**src/rtl/hdmi_i2c.sv**
```systemverilog
// rtl/hdmi_i2c.sv - I2C master for single-register access to an HDMI transmitter
//
// Ports:
//   clk, rstn          system clock, asynchronous active-low reset
//   hdreq, hdwr        request strobe (held until hdack), 1 = write / 0 = read
//   hdaddr, hdwrdata   register address and write data
//   hdlast             1 = end with STOP, 0 = keep the bus (SCL held low)
//   hdrddata           read data, updated only on a successful read
//   hdack, hderr       one-cycle completion pulse, error pulse coincident with hdack
//   scl_oe, scl_i      SCL open-drain pull-down enable / sampled line level
//   sda_oe, sda_i      SDA open-drain pull-down enable / sampled line level
module hdmi_i2c #(
    parameter logic [6:0]  DEVADDR = 7'h39,
    parameter int unsigned CLKDIV  = 250
) (
    input  logic       clk,
    input  logic       rstn,
    input  logic       hdreq,
    input  logic       hdwr,
    input  logic [7:0] hdaddr,
    input  logic [7:0] hdwrdata,
    input  logic       hdlast,
    output logic [7:0] hdrddata,
    output logic       hdack,
    output logic       hderr,
    output logic       scl_oe,
    input  logic       scl_i,
    output logic       sda_oe,
    input  logic       sda_i
);

    localparam logic [15:0] DIV_MAX = 16'(CLKDIV - 1);

    typedef enum logic [2:0] {
        ST_IDLE,
        ST_START,
        ST_RSTART,
        ST_SHIFT,
        ST_ACKBIT,
        ST_STOP,
        ST_HOLD
    } state_t;

    state_t      state, state_d;
    logic [1:0]  phase, phase_d;
    logic [2:0]  bitcnt, bitcnt_d;
    logic [1:0]  bytecnt, bytecnt_d;
    logic        err_q, err_d;
    logic        nack_q;
    logic [7:0]  rx_sh;
    logic        rd_q, last_q;
    logic [7:0]  addr_q, wdata_q;
    logic        accept, done;
    logic        scl_oe_d, sda_oe_d;

    logic        scl_meta, scl_s, sda_meta, sda_s;
    logic [15:0] div_cnt;
    logic        busy, stretch, tick;
    logic [7:0]  tx_byte;
    logic        rx_byte;

    // Line synchronizers; idle bus level is high.
    always_ff @(posedge clk or negedge rstn) begin
        if (!rstn) begin
            scl_meta <= 1'b1;
            scl_s    <= 1'b1;
            sda_meta <= 1'b1;
            sda_s    <= 1'b1;
        end else begin
            scl_meta <= scl_i;
            scl_s    <= scl_meta;
            sda_meta <= sda_i;
            sda_s    <= sda_meta;
        end
    end

    // Quarter-period divider. Parked at zero when no bus activity is in
    // progress, frozen while a slave holds a released SCL low.
    assign busy    = (state != ST_IDLE) && (state != ST_HOLD);
    assign stretch = !scl_oe && !scl_s;
    assign tick    = busy && !stretch && (div_cnt == DIV_MAX);

    always_ff @(posedge clk or negedge rstn) begin
        if (!rstn) begin
            div_cnt <= 16'd0;
        end else if (!busy) begin
            div_cnt <= 16'd0;
        end else if (!stretch) begin
            div_cnt <= (div_cnt == DIV_MAX) ? 16'd0 : div_cnt + 16'd1;
        end
    end

    // Byte 2 is the write data on a write, the read-address byte on a read;
    // byte 3 only exists on a read and is received.
    always_comb begin
        tx_byte = 8'h00;
        case (bytecnt)
            2'd0:    tx_byte = {DEVADDR, 1'b0};
            2'd1:    tx_byte = addr_q;
            2'd2:    tx_byte = rd_q ? {DEVADDR, 1'b1} : wdata_q;
            default: tx_byte = 8'h00;
        endcase
    end

    assign rx_byte = rd_q && (bytecnt == 2'd3);

    // Next-state logic. Every bus state spans four ticks (phase 0..3).
    always_comb begin
        state_d   = state;
        phase_d   = phase;
        bitcnt_d  = bitcnt;
        bytecnt_d = bytecnt;
        err_d     = err_q;
        accept    = 1'b0;
        done      = 1'b0;

        if (tick) begin
            phase_d = phase + 2'd1;
        end

        case (state)
            ST_IDLE, ST_HOLD: begin
                // The hdack cycle itself is ignored so a held hdreq is not
                // mistaken for a new request before the requester sees hdack.
                if (hdreq && !hdack) begin
                    accept    = 1'b1;
                    state_d   = (state == ST_HOLD) ? ST_RSTART : ST_START;
                    phase_d   = 2'd0;
                    bytecnt_d = 2'd0;
                    err_d     = 1'b0;
                end
            end
            ST_START, ST_RSTART: begin
                if (tick && phase == 2'd3) begin
                    state_d  = ST_SHIFT;
                    bitcnt_d = 3'd7;
                end
            end
            ST_SHIFT: begin
                if (tick && phase == 2'd3) begin
                    if (bitcnt == 3'd0) begin
                        state_d = ST_ACKBIT;
                    end else begin
                        bitcnt_d = bitcnt - 3'd1;
                    end
                end
            end
            ST_ACKBIT: begin
                if (tick && phase == 2'd3) begin
                    if (nack_q && !rx_byte) begin
                        err_d   = 1'b1;
                        state_d = ST_STOP;
                    end else if (bytecnt == 2'd3 || (!rd_q && bytecnt == 2'd2)) begin
                        state_d = last_q ? ST_STOP : ST_HOLD;
                        done    = !last_q;
                    end else if (rd_q && bytecnt == 2'd1) begin
                        state_d   = ST_RSTART;
                        bytecnt_d = 2'd2;
                    end else begin
                        state_d   = ST_SHIFT;
                        bitcnt_d  = 3'd7;
                        bytecnt_d = bytecnt + 2'd1;
                    end
                end
            end
            ST_STOP: begin
                if (tick && phase == 2'd3) begin
                    state_d = ST_IDLE;
                    done    = 1'b1;
                end
            end
            default: begin
                state_d = ST_IDLE;
            end
        endcase
    end

    // Pin decode. SCL is low in phases 0 and 3 of a bit; SDA only moves in
    // phase 0 except for the START/STOP edges in phase 1/2 with SCL high.
    always_comb begin
        scl_oe_d = 1'b0;
        sda_oe_d = 1'b0;
        case (state)
            ST_START: begin
                scl_oe_d = (phase == 2'd3);
                sda_oe_d = (phase != 2'd0);
            end
            ST_RSTART: begin
                scl_oe_d = (phase == 2'd0) || (phase == 2'd3);
                sda_oe_d = phase[1];
            end
            ST_SHIFT: begin
                scl_oe_d = (phase == 2'd0) || (phase == 2'd3);
                sda_oe_d = !rx_byte && !tx_byte[bitcnt];
            end
            ST_ACKBIT: begin
                // Released: slave drives its ACK, or the master NACKs a read.
                scl_oe_d = (phase == 2'd0) || (phase == 2'd3);
                sda_oe_d = 1'b0;
            end
            ST_STOP: begin
                scl_oe_d = (phase == 2'd0);
                sda_oe_d = !phase[1];
            end
            ST_HOLD: begin
                scl_oe_d = 1'b1;
                sda_oe_d = 1'b0;
            end
            default: begin
                scl_oe_d = 1'b0;
                sda_oe_d = 1'b0;
            end
        endcase
    end

    always_ff @(posedge clk or negedge rstn) begin
        if (!rstn) begin
            state    <= ST_IDLE;
            phase    <= 2'd0;
            bitcnt   <= 3'd0;
            bytecnt  <= 2'd0;
            err_q    <= 1'b0;
            nack_q   <= 1'b0;
            rx_sh    <= 8'h00;
            rd_q     <= 1'b0;
            last_q   <= 1'b0;
            addr_q   <= 8'h00;
            wdata_q  <= 8'h00;
            scl_oe   <= 1'b0;
            sda_oe   <= 1'b0;
            hdack    <= 1'b0;
            hderr    <= 1'b0;
            hdrddata <= 8'h00;
        end else begin
            state   <= state_d;
            phase   <= phase_d;
            bitcnt  <= bitcnt_d;
            bytecnt <= bytecnt_d;
            err_q   <= err_d;
            scl_oe  <= scl_oe_d;
            sda_oe  <= sda_oe_d;
            hdack   <= done;
            hderr   <= done && err_d;
            if (accept) begin
                rd_q    <= !hdwr;
                last_q  <= hdlast;
                addr_q  <= hdaddr;
                wdata_q <= hdwrdata;
            end
            if (tick && phase == 2'd2 && state == ST_ACKBIT) begin
                nack_q <= sda_s;
            end
            if (tick && phase == 2'd2 && state == ST_SHIFT) begin
                rx_sh <= {rx_sh[6:0], sda_s};
            end
            if (done && !err_d && rd_q) begin
                hdrddata <= rx_sh;
            end
        end
    end

endmodule

```
**config.mk**
```make
export PLATFORM = sky130hd
export DESIGN_NAME = hdmi_i2c
export DESIGN_NICKNAME = d
export VERILOG_FILES = /design/src/rtl/hdmi_i2c.sv
export SDC_FILE = /design/constraint.sdc
export NUM_CORES = 1
export LEC_CHECK = 0
export BUFFER_PORTS_ARGS = -buffer_cell sky130_fd_sc_hd__buf_2
export CAP_MARGIN = 20
export CORE_UTILIZATION = 59
export CTS_CLUSTER_SIZE = 16
export DETAILED_ROUTE_END_ITERATION = 6
export PLACE_DENSITY = 0.85
export SLEW_MARGIN = 10
export SYNTH_ARGS = -nofsm -noshare
export SYNTH_HDL_FRONTEND = slang
export SYNTH_SLANG_ARGS = --single-unit
```
**constraint.sdc**
```tcl
create_clock -name clk -period 2.2 [get_ports clk]
set_input_delay 0 -clock clk [delete_from_list [all_inputs] [get_ports clk]]
set_output_delay 0 -clock clk [all_outputs]
set_load 0.005 [all_outputs]
```
==> results.json <==
{
  "wl_microns": 9420,
  "worstMarginPinSlew_ns": 0.591,
  "hp-class": "input pin to async pin",
  "ant_nets": 0,
  "final.min_clock_period_ns": 2.09,
  "synthesis.area_sq_mm": 0.00377,
  "power_frac_seq_pct": 49.1,
  "end_kind": "flop",
  "finalHoldViolCount": 0,
  "antenna_found_initial": 0,
  "setup_tns_ns": 0,
  "worstSetupPathType": "flop to flop",
  "die_area_sq_mm": 0.00672,
  "area_delta_synth_final_pct": 22.1,
  "critPathLaunchType": "flop",
  "numCtsBuffers": 9,
  "grt_pass1_vias": 3239,
  "pwr-share-clk_pct": 40.6,
  "grt_pass1_wl_microns": 15000,
  "fin_nets": 474,
  "ys_seq_area_share_pct": 46.5,
  "grt_start_max_net_pins": 47,
  "nFillCells": 386,
  "cts.sinks": 70,
  "swShare_pct": 25.2,
  "gr-total-overflow": 0,
  "clkTransAtPathRegs_ns": 0.10,
  "finalCritPeriodShare_pct": 95.1,
  "drv_cap": 0,
  "core_area_sq_mm": 0.00606,
  "async_flop_share_pct": 100,
  "ys_warn_count": 0,
  "intPower_mw": 2.19,
  "synth_ff_type": "dfrtp_1",
  "drtIter0Drc": 223,
  "synth.net_count": 401,
  "grt_setup_unrepaired": "false",
  "netlist-cell-type-count": 60,
  "timing.fmax_mhz": 478,
  "hpwl_microns": 6010,
  "via_per_inst": 6.27,
  "diodes": 0,
  "rows": 28,
  "finClkSkew_ns": 0.0233,
  "die_h_microns": 82.0,
  "root_buffer": "clkbuf_8",
  "crit_fanout": 8,
  "powerDensity_mw_per_mm2": 636,
  "synthCells": 366,
  "htreeDepth": 3,
  "drc": 0,
  "drive_above_1_share_pct": 28.2,
  "synth_area_per_cell_sq_um": 10.3,
  "synth_edf_count": 0,
  "clk_path_buf_depth": 2,
  "port_buffers": 34,
  "insertion_delay_ns": 0.37,
  "vias": 3254,
  "slew_headroom_pct": 60.6,
  "worstPathArrival_ns": 2.34,
  "wl_per_cell_microns": 18.2,
  "required_ns": 2.44,
  "ioPinCount": 35,
  "gp_congestion": 0.917,
  "finalSetupViolations": 0,
  "grt_usage_pct": 30.5,
  "drt-pass1-iter-count": 5,
  "p_total_mw": 2.93,
  "ys_ff_latch": 70,
  "switchingPower_mw": 0.740,
  "drv_slew": 0,
  "power.leakage_nw": 2.10,
  "cts_tree": "built",
  "status": "completed",
  "peakVddDrop_mv": 0.507,
  "combPwrFrac_pct": 10.3,
  "dieWidth_microns": 82.0,
  "start_util_pct": 62.3
}
==> layout make-up <==
cell class                      count  area, sq um  share of cell area [%]
Clock buffer                       11          141                    3.07
Clock inverter                      5         81.3                    1.76
Sequential cell                    70         1760                    38.1
Tap cell                           75         93.8                    2.04
Timing Repair Buffer               81          588                    12.8
Multi-Input combinational cell    264         1900                    41.2
Inverter                           13         48.8                    1.06
==> placed cells by master, fill, tap and decap left out, types with 10 or more instances in the layout <==
cell and instances:
dfrtp_1 66, nand2_1 35, buf_2 34, mux2_2 33, buf_4 25, o21ai_0 23, dlygate4sd3_1 21, nor2_1 14
a21oi_1 14, nor3_1 13, ha_1 12, inv_1 11, nand3_1 11, clkbuf_8 10
==> synth_stat cells, types with 6 or more instances <==
cell type	count	area share [%]
and4_1	6	1.4
a22o_1	6	1.4
buf_2	9	1.2
o21ai_0	23	3.0
nand4_1	6	0.99
nor2_1	14	1.4
o22ai_1	6	0.99
ha_1	12	4.0
dfrtp_1	66	44
nand3_1	11	1.5
inv_1	12	1.2
clkbuf_1	7	0.70
nor3_1	14	1.9
mux2_2	33	9.8
a21oi_1	14	1.9
nand2_1	35	3.5
a21o_1	6	1.2
==> critical path, cell delays in order (launching register included) <==
cell and delay, ns:
dfrtp_1 0.42, inv_1 0.07, ha_1 0.18, nor4b_2 0.29, nand4_1 0.20, nor3_4 0.27, nand4_4 0.22, mux2_2 0.32
==> registers in the layout, summed over array words and instances, names as in the netlist, 2 cells and up <==
signal,flops
wdata_q,8
hdrddata,8
addr_q,8
div_cnt,16
bytecnt,2
phase,2
rx_sh,8
state,3
bitcnt,3
==> metrics by stage <==
stage | util, % | hold slack, ns | instances | setup WS (ns) | area, sq um
after floorplan | - | -0.296 | 366 | 0.180 | 3770
after global placement | 68.5 | 0.0373 | 481 | 0.216 | 4150
after detailed placement | 68.5 | 0.0402 | 481 | 0.0499 | 4150
after CTS | 75.6 | 0.195 | 518 | 0.0232 | 4580
after global routing | 76.1 | 0.235 | 519 | 0.00756 | 4610
final | 76.1 | 0.156 | 519 | 0.108 | 4610
==> layer usage <==
metal	vias up	wire length (microns)	GRT usage (%)	share of wire, %
li1	1489	-	-	-
met1	1575	3730	34.9	40
met2	147	4680	50.0	50
met3	43	551	7.22	5.8
met4	0	464	21.8	4.9
met5	-	0	0	0
==> what timing repair did <==
action,CTS,global route
gates resized for setup,0,4
hold buffers,21,0
setup buffers,0,0
endpoints found under the hold margin,44,0
endpoints found under the setup margin,0,21
==> cells by family after synthesis <==
kind of cell / count (synthesis) / share of synthesized area, %
fa+ha+maj: 12 / 3.98
xor+xnor: 6 / 1.59
buf+inv: 32 / 3.81
mux: 35 / 10.4
flops: 70 / 46.5
simple gates: 118 / 17.2
compound gates: 93 / 16.5
==> power by group through the flow <==
| stage | combinational (mW) | sequential (mW) | clock [mW] |
|---|---|---|---|
| 2_1_floorplan | 0.157 | 1.44 | 0 |
| 3_3_place_gp | 0.247 | 1.45 | 0 |
| 3_5_place_dp | 0.264 | 1.46 | 0 |
| 4_1_cts | 0.295 | 1.43 | 1.18 |
| 5_1_grt | 0.337 | 1.45 | 1.25 |
| 6_report | 0.302 | 1.44 | 1.19 |
==> worst paths after layout <==
check	start	end	slack [ns]	cells past startpoint
max in group asynchronous	rstn	scl_s$_DFF_PN1_	1.31	3
min reg2reg	sda_meta$_DFF_PN1_	sda_s$_DFF_PN1_	0.36	0
max	div_cnt[1]$_DFFE_PN0P_	hdrddata[7]$_DFFE_PN0P_	0.11	7
max reg2reg	div_cnt[1]$_DFFE_PN0P_	hdrddata[7]$_DFFE_PN0P_	0.11	7
min	rstn	wdata_q[4]$_DFFE_PN0P_	0.16	2
min in group clk	hdreq	err_q$_DFF_PN0_	0.22	5
Power figures use the tool's default switching activity.
